File: src/rtl/uart_pkg.sv
// Shared UART definitions: receiver state encoding and default frame geometry.
package uart_pkg;

  localparam int unsigned UART_OVERSAMPLE = 16;
  localparam int unsigned UART_DATA_BITS  = 8;

  typedef enum logic [2:0] {
    ST_IDLE,
    ST_START,
    ST_DATA,
    ST_PARITY,
    ST_STOP
  } uart_rx_state_t;

endpackage

File: src/rtl/uart_sync2.sv
// Two-flop synchronizer for a single asynchronous input; RESET_VAL sets both flops on reset.
module uart_sync2 #(
  parameter logic RESET_VAL = 1'b1
) (
  input  logic clk,
  input  logic reset,
  input  logic d,
  output logic q
);

  logic meta;

  always_ff @(posedge clk) begin
    if (!reset) begin
      meta <= RESET_VAL;
      q    <= RESET_VAL;
    end else begin
      meta <= d;
      q    <= meta;
    end
  end

endmodule

File: src/rtl/uart_rx.sv
// UART receiver: 16x-oversampled 8N1 frames into a one-entry holding register.
// Define UART_RX_PARITY_EN for 8E1 frames with a live rx_parity_err flag.
module uart_rx
  import uart_pkg::*;
#(
  parameter int unsigned OVERSAMPLE = UART_OVERSAMPLE,
  parameter int unsigned DATA_BITS  = UART_DATA_BITS
) (
  input  logic                 rxclk,
  input  logic                 reset,
  input  logic                 rx_enable,
  input  logic                 rx_in,
  input  logic                 uld_rx_data,
  output logic [DATA_BITS-1:0] rx_data,
  output logic                 rx_empty,
  output logic                 rx_over_run,
  output logic                 rx_frame_err,
  output logic                 rx_parity_err
);

  localparam int unsigned TICK_W = $clog2(OVERSAMPLE);
  localparam int unsigned BIT_W  = $clog2(DATA_BITS + 1);

  localparam logic [TICK_W-1:0] TICK_HALF = TICK_W'(OVERSAMPLE / 2 - 1);
  localparam logic [TICK_W-1:0] TICK_LAST = TICK_W'(OVERSAMPLE - 1);
  localparam logic [BIT_W-1:0]  BIT_LAST  = BIT_W'(DATA_BITS - 1);

  uart_rx_state_t       state;
  logic [TICK_W-1:0]    tick;
  logic [BIT_W-1:0]     bit_cnt;
  logic [DATA_BITS-1:0] shift;
  logic                 rx_s;
  logic                 sample_pt;

  uart_sync2 #(.RESET_VAL(1'b1)) u_sync (
    .clk   (rxclk),
    .reset (reset),
    .d     (rx_in),
    .q     (rx_s)
  );

  assign sample_pt = (tick == TICK_LAST);

`ifdef UART_RX_PARITY_EN
  logic par_mis;
`else
  assign rx_parity_err = 1'b0;
`endif

  always_ff @(posedge rxclk) begin
    if (!reset) begin
      state         <= ST_IDLE;
      tick          <= '0;
      bit_cnt       <= '0;
      shift         <= '0;
      rx_data       <= '0;
      rx_empty      <= 1'b1;
      rx_over_run   <= 1'b0;
      rx_frame_err  <= 1'b0;
`ifdef UART_RX_PARITY_EN
      par_mis       <= 1'b0;
      rx_parity_err <= 1'b0;
`endif
    end else begin
      // Unload first so that a commit in the same edge overrides it.
      if (uld_rx_data) begin
        rx_empty    <= 1'b1;
        rx_over_run <= 1'b0;
      end

      if (!rx_enable) begin
        state   <= ST_IDLE;
        tick    <= '0;
        bit_cnt <= '0;
      end else begin
        case (state)
          ST_IDLE: begin
            if (!rx_s) begin
              state <= ST_START;
              tick  <= '0;
            end
          end

          ST_START: begin
            if (tick == TICK_HALF) begin
              if (rx_s) begin
                state <= ST_IDLE;
              end else begin
                state   <= ST_DATA;
                tick    <= '0;
                bit_cnt <= '0;
              end
            end else begin
              tick <= tick + TICK_W'(1);
            end
          end

          ST_DATA: begin
            if (sample_pt) begin
              tick    <= '0;
              shift   <= {rx_s, shift[DATA_BITS-1:1]};
              bit_cnt <= bit_cnt + BIT_W'(1);
              if (bit_cnt == BIT_LAST) begin
`ifdef UART_RX_PARITY_EN
                state <= ST_PARITY;
`else
                state <= ST_STOP;
`endif
              end
            end else begin
              tick <= tick + TICK_W'(1);
            end
          end

`ifdef UART_RX_PARITY_EN
          ST_PARITY: begin
            if (sample_pt) begin
              tick    <= '0;
              par_mis <= rx_s ^ (^shift);
              state   <= ST_STOP;
            end else begin
              tick <= tick + TICK_W'(1);
            end
          end
`endif

          ST_STOP: begin
            if (sample_pt) begin
              tick         <= '0;
              state        <= ST_IDLE;
              rx_data      <= shift;
              rx_empty     <= 1'b0;
              rx_frame_err <= !rx_s;
              rx_over_run  <= !rx_empty && !uld_rx_data;
`ifdef UART_RX_PARITY_EN
              rx_parity_err <= par_mis;
`endif
            end else begin
              tick <= tick + TICK_W'(1);
            end
          end

          default: state <= ST_IDLE;
        endcase
      end
    end
  end

endmodule

File: config.mk
export PLATFORM = sky130hd
export DESIGN_NAME = uart_rx
export DESIGN_NICKNAME = d
export VERILOG_FILES = /design/src/rtl/uart_pkg.sv /design/src/rtl/uart_sync2.sv /design/src/rtl/uart_rx.sv
export SDC_FILE = /design/constraint.sdc
export NUM_CORES = 1
export LEC_CHECK = 0
export BUFFER_PORTS_ARGS = -buffer_cell sky130_fd_sc_hd__buf_2
export CAP_MARGIN = 30
export CORE_ASPECT_RATIO = 1.2
export CORE_MARGIN = 8
export CORE_UTILIZATION = 51
export CTS_CLUSTER_DIAMETER = 30
export CTS_CLUSTER_SIZE = 25
export DETAILED_ROUTE_END_ITERATION = 16
export GPL_TIMING_DRIVEN = 0
export PLACE_DENSITY = 0.74
export SLEW_MARGIN = 25
export SYNTH_ARGS = -nofsm -noshare
export SYNTH_HDL_FRONTEND = slang
export SYNTH_SLANG_ARGS = --single-unit
File: constraint.sdc
create_clock -name rxclk -period 1.65 [get_ports rxclk]
set_input_delay 0.0825 -clock rxclk [delete_from_list [all_inputs] [get_ports rxclk]]
set_output_delay 0.0825 -clock rxclk [all_outputs]
set_load 0.1 [all_outputs]
==> flow_summary.yaml, run 1 <==
clock_tree:
  cts-buffers-inserted: 5
  insertion_delay_ns: 0.33
  clock_sinks: 32
  cts_tree: "built"
  htreeDepth: 2
  clockBufferDepth: 2
  path_clk_slew_ns: 0.10
  cts_root_buf: "clkbuf_4"
power_and_ir_drop:
  p_sw_share_pct: 24.2
  pwr-share-comb_pct: 4.7
  switchingPower_mw: 0.322
  seq_power_share_pct: 58.6
  power_frac_clock_pct: 36.7
  internal-power_mw: 1.01
  ir_worst_vdd_uv: 788
  power_density_nw_per_um2: 738
  cellLeakagePower_nw: 0.719
finish:
  area_growth_pct: 19.1
  final_cell_mix: "dfxtp_1, buf_2, nand2_1"
  final_util_pct: 64.0
  multi_input_area_um2: 865
  fin_nets: 199
  nFillCells: 236
  diodes: 0
  drive_gt1_share_pct: 24.4
  final_common_cell: "dfxtp_1"
  seqCellArea_um2: 647
synthesis:
  yosysTopAreaCell: "dfxtp_1"
  ys_seq_area_share_pct: 42.4
  avgSynthCellArea_um2: 9.16
  synthCells: 165
  async_flop_share_pct: 0
  ys_ff_latch: 32
  synth_area_um2: 1510
  muxShareOfSynthArea_pct: 7.28
  synth_edf_count: 0
  synth_compound_area_share_pct: 15.9
  synthTopCellsByArea: "dfxtp_1, mux2i_1, nor2b_1"
  synth-xor-area-share_pct: 0.579
  synth_top_area_share_pct: 42.4
  synth_top_family_by_area: "simple AND/OR/NAND/NOR gates"
  synth-simple-area-share_pct: 27.5
  synth_nets: 172
  ys_types: 49
  synth_warnings: 0
  synth_flop_cell: "dfxtp_1"
  yosys.area_share.adder_pct: 2.32
detailed_routing:
  firstDrtPassIters: 4
  vias_per_cell: 5.63
  ant_nets: 0
  drtIter0Drc: 27
  wirelength_um: 3410
  drc: 0
  detail_route.wl_per_cell_um: 15.0
  vias: 1279
die:
  pin_count: 17
  die_y_um: 75.6
  core-area_um2: 2810
  die-area_um2: 4970
  die_w_um: 65.7
  start_util_pct: 53.8
  rows: 21
worst_setup_path:
  crit_path_start_kind: "flip-flop"
  critPathKind: "flip-flop to flip-flop"
  max_stage_delay_ns: 0.47
  end_kind: "flip-flop"
  arrival_ns: 1.87
  cp_cell_sequence: "buf_2 > or3b_2 > o22ai_2 > mux2i_1 > o311a_1"
  crit_buf_inv: 1
  worst-endpoint-required_ns: 1.93
  cp_top_family: "simple AND/OR/NAND/NOR gates"
  cp_max_fo: 10
  crit_slowest_cell: "or3b_2"
timing:
  fin_crit_sh_pct: 96.4
  clock_skew_ns: 0.00408
  max_slew_margin_pct: 64.4
  finalSetupViolations: 0
  finalMaxSlewViolations: 0
  tightestPinTransition_ns: 0.535
  setup_ws_ns: 0.0598
  hold_viol: 0
  period_needed_ns: 1.59
  fmax_mhz: 629
  rsz0062_at_grt: "true"
run_status:
  status: "complete, no violations"
global_routing:
  grt_pass1_vias: 1334
  grt_use_met2_pct: 28.2
  grt_max_degree: 12
  grt-ovfl-total: 0
  grtUsageTotal_pct: 15.8
  met1_usage_pct: 15.9
  globalRouteMet3Util_pct: 5.15
  grt-busiest-layer: "met2"
  antenna_found_initial: 0
  grt_pass1_wl_um: 6070
placement:
  port_buffers: 15
  gp_congestion: 0.875
  place_ws_ns: -0.194
  dp.final_hpwl_um: 2420
flow_run:
  drv_cap: 0
hold_path:
  hp-class: "input pin to flip-flop"
-- kinds of logic after synthesis --
family	after synthesis
AO/OA/AOI/OAI	33
XOR/XNOR	1
adder cells (fa/ha/maj)	3
buffers and inverters	11
flip-flops	32
multiplexers	11
other	1
AND/OR/NAND/NOR	73
-- Yosys cell counts, drive strengths merged, types with 2 or more instances --
master  number
a211o        3
a21boi       7
a21oi        5
a22oi        2
and2         2
and3         2
buf          4
clkbuf       5
dfxtp       32
ha           2
inv          2
mux2i       11
nand2       15
nand2b       4
nand3       11
nand3b       2
nand4b       2
nor2         9
nor2b       12
nor3         3
nor3b        2
o211ai       2
o21ai        4
or3b         2
-- power groups by stage --
stage	Sequential, mW	Clock, mW	Combinational [mW]
after floorplan	0.795	0	0.0412
after global placement	0.796	0	0.0549
after detailed placement	0.796	0	0.0556
after CTS	0.778	0.502	0.0624
after global routing	0.780	0.542	0.0683
final	0.779	0.488	0.0628
-- worst paths after layout --
path / from / endpoint / slack, ns / cells after the start
worst max-delay path: state[1] / tick[0] / 0.06 / 5
worst min-delay path: reset / bit_cnt[2] / 0.19 / 3
worst max register to register: state[1] / tick[0] / 0.06 / 5
worst min register to register: u_sync.meta / u_sync.q / 0.41 / 1
-- metal layers --
layer	share of wire (%)	routed length, um
met3	4.2	142
met1	40	1350
met5	0	0
met4	2.6	89
met2	54	1830
-- worst min-delay path, delay by kind of cell --
kind                   cells  cell delay, ns
and+or+nand+nor            1            0.20
AOI/OAI and AO/OA          1            0.07
buffers and inverters      1            0.12
-- metrics by stage --
| step | std cells | setup TNS (ns) | instance area (um2) | hold slack, ns | total power, mW |
|---|---|---|---|---|---|
| final | 227 | 0 | 1800 | 0.194 | 1.33 |
| after CTS | 227 | 0 | 1770 | 0.171 | 1.34 |
| after global placement | 214 | -0.259 | 1630 | 0.258 | 0.851 |
| after floorplan | 165 | 0 | 1510 | 0.156 | 0.836 |
| after global routing | 227 | -0.00204 | 1800 | 0.214 | 1.39 |
| after detailed placement | 214 | -1.02 | 1630 | 0.277 | 0.852 |
-- registers in the layout (all words and copies together) (netlist names) --
| signal | cells |
|---|---|
| u_sync.meta | 1 |
| u_sync.q | 1 |
| rx_empty | 1 |
| rx_over_run | 1 |
| tick | 4 |
| state | 3 |
| rx_data | 8 |
| rx_frame_err | 1 |
| bit_cnt | 4 |
| shift | 8 |
-- timing repair --
item,in CTS,in global routing
buffers inserted,1,0
gates cloned,1,0
hold buffers,3,0
gates resized for setup,8,12
setup endpoints to repair,18,24
pin swaps,0,2
hold endpoints to repair,3,0
-- cell type report --
cell class / count / area share [%]
repair buffers: 20 / 6.53
clock buffers: 6 / 2.85
flip-flops and latches: 32 / 35.9
plain buffers: 9 / 3.06
inverters: 2 / 0.417
well taps: 34 / 2.36
clock inverters: 2 / 0.834
multi-input cells: 122 / 48.0
Note: power is estimated with default switching activity, not from simulation.
==> inputs of run 2 (changes only) <==
Settings changed: BUFFER_PORTS_ARGS -buffer_cell sky130_fd_sc_hd__buf_2 to default, CORE_ASPECT_RATIO 1.2 to 1.1, CORE_UTILIZATION 51 to 55, DONT_BUFFER_PORTS from default to 1, PLACE_DENSITY 0.74 to 0.73.
==> flow_summary.yaml, run 2 (synthesis results as in run 1) <==
hold_path:
  worstHoldPathCells: 2
  hold_start: "reset"
  hold-path-endpoint: "bit_cnt[3]"
  hp-class: "input pin to flip-flop"
clock_tree:
  clockBufferDepth: 2
  cts_tree: "built"
  path_clk_slew_ns: 0.11
  cts_root_buf: "clkbuf_4"
  htreeDepth: 2
  clock_sinks: 32
  insertion_delay_ns: 0.34
  cts-buffers-inserted: 5
placement:
  dp.final_hpwl_um: 2320
  port_buffers: 0
  gp_congestion: 0.900
  placed_cells: 198
finish:
  final_util_pct: 66.2
  final_common_cell: "dfxtp_1"
  fin_nets: 187
  diodes: 0
  fin_cells: 214
  top_regs: "rx_data x8, shift x8"
  drive_gt1_share_pct: 20.4
  final_cell_mix: "dfxtp_1, nand2_1, nor2b_1"
  nFillCells: 203
  area_growth_pct: 18.4
detailed_routing:
  vias: 1276
  drc: 0
  drtIter0Drc: 62
  wirelength_um: 3390
  detail_route.wl_per_cell_um: 15.8
  ant_nets: 0
  firstDrtPassIters: 4
  vias_per_cell: 5.96
global_routing:
  antenna_found_initial: 0
  grt_max_degree: 13
  grtUsageTotal_pct: 14.5
  grt_pass1_vias: 1241
  grt_pass1_wl_um: 5500
  grt-ovfl-total: 0
worst_setup_path:
  reg2regPathDepth: 4
  critPathKind: "flip-flop to flip-flop"
  r2r_setup_slack_ns: 0.07
  crit_slowest_cell: "or4b_4"
  max_stage_delay_ns: 0.54
  worst-endpoint-required_ns: 1.89
  arrival_ns: 1.82
  worst_r2r_startpoint: "u_sync.q"
  cp_cell_sequence: "or4b_4 > a211o_4 > a22oi_2 > nor2_1"
  end_kind: "flip-flop"
  cp_max_fo: 5
  crit_path_start_kind: "flip-flop"
  reg2reg_to: "bit_cnt[1]"
timing:
  max_slew_margin_pct: 33.3
  hold_viol: 0
  clock_skew_ns: 0.0103
  tightestPinTransition_ns: 0.999
  finalSetupViolations: 0
  whs_ns: 0.0332
  fin_crit_sh_pct: 95.6
  period_needed_ns: 1.58
  fmax_mhz: 634
  finalMaxSlewViolations: 0
power_and_ir_drop:
  power_density_nw_per_um2: 817
  ir_worst_vdd_uv: 829
  cellLeakagePower_nw: 0.663
flow_run:
  drv_cap: 0
die:
  start_util_pct: 55.9
  pin_count: 17
  die_w_um: 66.0
  rows: 20
  core-area_um2: 2700
  die-area_um2: 4680
  die_y_um: 71.0
run_status:
  status: "complete, no violations"
run 2: changes by cell type in the layout (fill, tap and decap cells not counted), moves of 2 or more:
cell,previous run,this run
buf_2,17,1
buf_4,2,4
dfxtp_4,0,2
nor3b_1,0,2
nor3b_2,2,0
run 2: area by class of cell:
class | instances | area, um2 | area share [%]
buffer | 9 | 57.6 | 3.22
clock buffer | 5 | 37.5 | 2.10
clock inverter | 3 | 46.3 | 2.59
inverter | 2 | 7.51 | 0.420
multi-input combinational | 123 | 888 | 49.7
sequential | 32 | 653 | 36.5
tap | 33 | 41.3 | 2.31
timing repair buffer | 7 | 57.6 | 3.22
run 2: worst max-delay path: cells and delay by family (launching register included):
kind	cells	cell delay [ns]
AND/OR/NAND/NOR	2	0.59
AO/OA/AOI/OAI	2	0.52
flip-flops	1	0.38
run 2: worst max-delay path by stage:
stage | from | to | slack, ns | cells past startpoint
floorplan | tick[0] | rx_frame_err | 0.07 | 6
global placement | tick[0] | rx_frame_err | -0.14 | 6
detailed placement | tick[0] | rx_frame_err | -0.16 | 6
CTS | state[1] | tick[0] | 0.01 | 5
global route | state[2] | shift[7] | -0.003 | 5
finish | u_sync.q | bit_cnt[1] | 0.07 | 4
run 2: per-stage QoR:
step	setup slack [ns]	total power [mW]	TNS, ns	instance area (um2)
floorplan	0.0685	0.836	0	1510
finish	0.0724	1.46	0	1790
global route	-0.00349	1.49	-0.00460	1790
global placement	-0.141	0.845	-0.483	1550
CTS	0.0104	1.46	0	1700
detailed placement	-0.162	0.845	-0.855	1550
run 2: routing by layer:
| metal | vias to the layer above | GRT usage [%] | share of wire (%) |
|---|---|---|---|
| met4 | 0 | 4.99 | 1.2 |
| met1 | 607 | 15.3 | 41 |
| li1 | 625 | - | - |
| met2 | 37 | 26.0 | 52 |
| met3 | 7 | 4.74 | 5.4 |
| met5 | - | 0 | 0 |
run 2: where the power goes:
group / switching [mW] / total, mW / internal [mW]
Clock: 0.300 / 0.623 / 0.324
Combinational: 0.0371 / 0.0634 / 0.0263
Sequential: 0.00302 / 0.776 / 0.773
Total: 0.340 / 1.46 / 1.12
run 2: timing repair:
item / 4_1_cts / 5_1_grt
endpoints found under the setup margin: 18 / 23
pin swaps: 0 / 4
hold buffers: 3 / 0
resized for setup: 6 / 20
buffers inserted: 0 / 3
endpoints found under the hold margin: 3 / 0
cloned: 1 / 1
==> inputs of run 3 (changes only) <==
Settings changed: RECOVER_POWER from default to 50.
==> flow_summary.yaml, run 3 (synthesis results as in run 1) <==
power_and_ir_drop:
  power_density_nw_per_um2: 818
  ir_worst_vdd_uv: 829
  internal-power_mw: 1.12
  switchingPower_mw: 0.339
  pwr-share-comb_pct: 4.3
  p_sw_share_pct: 23.2
  power_frac_clock_pct: 42.6
  cellLeakagePower_nw: 0.663
  seq_power_share_pct: 53.1
global_routing:
  antenna_found_initial: 0
  grt_use_met2_pct: 26.0
  grtUsageTotal_pct: 14.5
  grt_pass1_vias: 1241
  grt-busiest-layer: "met2"
  grt-ovfl-total: 0
  globalRouteMet3Util_pct: 4.74
  grt_max_degree: 13
  grt_pass1_wl_um: 5500
  met1_usage_pct: 15.3
die:
  core-area_um2: 2700
  die-area_um2: 4680
  start_util_pct: 55.9
  pin_count: 17
  die_w_um: 66.0
  die_y_um: 71.0
  rows: 20
detailed_routing:
  firstDrtPassIters: 5
  vias_per_cell: 5.95
  detail_route.wl_per_cell_um: 15.8
  drc: 0
  ant_nets: 0
  vias: 1274
  wirelength_um: 3390
  drtIter0Drc: 63
finish:
  nFillCells: 204
  top_regs: "rx_data x8, shift x8"
  area_growth_pct: 18.3
  final_util_pct: 66.2
  multi_input_area_um2: 888
  final_common_cell: "dfxtp_1"
  fin_nets: 187
  final_cell_mix: "dfxtp_1, nand2_1, nor2b_1"
  diodes: 0
  fin_cells: 214
  seqCellArea_um2: 652
  final_area_um2: 1790
  drive_gt1_share_pct: 19.9
worst_setup_path:
  crit_path_start_kind: "flip-flop"
  cp_max_fo: 5
  arrival_ns: 1.81
  crit_slowest_cell: "or4b_4"
  crit_buf_inv: 0
  end_kind: "flip-flop"
  worst-endpoint-required_ns: 1.89
  cp_top_family: "simple AND/OR/NAND/NOR gates"
  cp_cell_sequence: "or4b_4 > a211o_4 > a22oi_2 > nor2_1"
  critPathKind: "flip-flop to flip-flop"
  max_stage_delay_ns: 0.54
timing:
  finalSetupViolations: 0
  fin_crit_sh_pct: 95.6
  max_slew_margin_pct: 33.3
  hold_viol: 0
  setup_ws_ns: 0.0719
  clock_skew_ns: 0.0104
  finalMaxSlewViolations: 0
  fmax_mhz: 634
  period_needed_ns: 1.58
  tightestPinTransition_ns: 0.999
clock_tree:
  cts_root_buf: "clkbuf_4"
  path_clk_slew_ns: 0.11
  cts-buffers-inserted: 5
  htreeDepth: 2
  clockBufferDepth: 2
  cts_tree: "built"
  insertion_delay_ns: 0.34
  clock_sinks: 32
flow_run:
  drv_cap: 0
run_status:
  status: "complete, no violations"
placement:
  postPlaceCellArea_um2: 1550
  place_ws_ns: -0.162
  port_buffers: 0
  dp.final_hpwl_um: 2320
  gp_congestion: 0.900
  placed_cells: 198
hold_path:
  hp-class: "input pin to flip-flop"
[run 3: cell counts in the layout (fill, tap and decap cells not counted)]
Identical to the previous run, type by type.
[run 3: power groups by stage]
stage                     registers [mW]  logic (mW)  clock network [mW]
after global routing               0.776      0.0680               0.650
after floorplan                    0.795      0.0412                   0
final                              0.776      0.0634               0.623
after global placement             0.796      0.0488                   0
after CTS                          0.778      0.0562               0.622
after detailed placement           0.796      0.0495                   0
[run 3: stage by stage]
step | setup TNS (ns) | hold slack (ns) | power [mW]
CTS | 0 | 0.0217 | 1.46
detailed placement | -0.855 | 0.167 | 0.845
global placement | -0.483 | 0.160 | 0.845
finish | 0 | 0.0347 | 1.46
global route | -0.0128 | 0.0548 | 1.49
floorplan | 0 | 0.156 | 0.836
[run 3: routing by layer]
| layer | vias to the layer above | share of wire [%] |
|---|---|---|
| li1 | 625 | - |
| met1 | 607 | 41 |
| met2 | 35 | 52 |
| met3 | 7 | 5.3 |
| met4 | 0 | 1.2 |
| met5 | - | 0 |
[run 3: layout make-up]
cell class	count	share of cell area, %
plain buffers	9	3.22
inverters	2	0.420
well taps	33	2.31
clock inverters	3	2.59
flip-flops and latches	32	36.5
repair buffers	7	3.22
multi-input cells	123	49.7
clock buffers	5	2.10
[run 3: final timing paths]
kind	slack [ns]	to	start	cells after the start
worst min register to register	0.42	u_sync.q	u_sync.meta	1
worst max-delay path	0.07	bit_cnt[1]	u_sync.q	4
worst max register to register	0.07	bit_cnt[1]	u_sync.q	4
worst min-delay path	0.03	bit_cnt[3]	reset	2
[run 3: worst reg2reg max path: stages, from the launching register on]
cell     delay [ns]
dfxtp_4        0.38
or4b_4         0.54
a211o_4        0.37
a22oi_2        0.15
nor2_1         0.05
[run 3: what timing repair did]
action,in CTS,in global routing
hold buffers,3,0
resized for setup,6,20
setup endpoints to repair,18,23
setup buffers,0,3
hold endpoints to repair,3,0
gates cloned,1,1
pin swaps,0,4
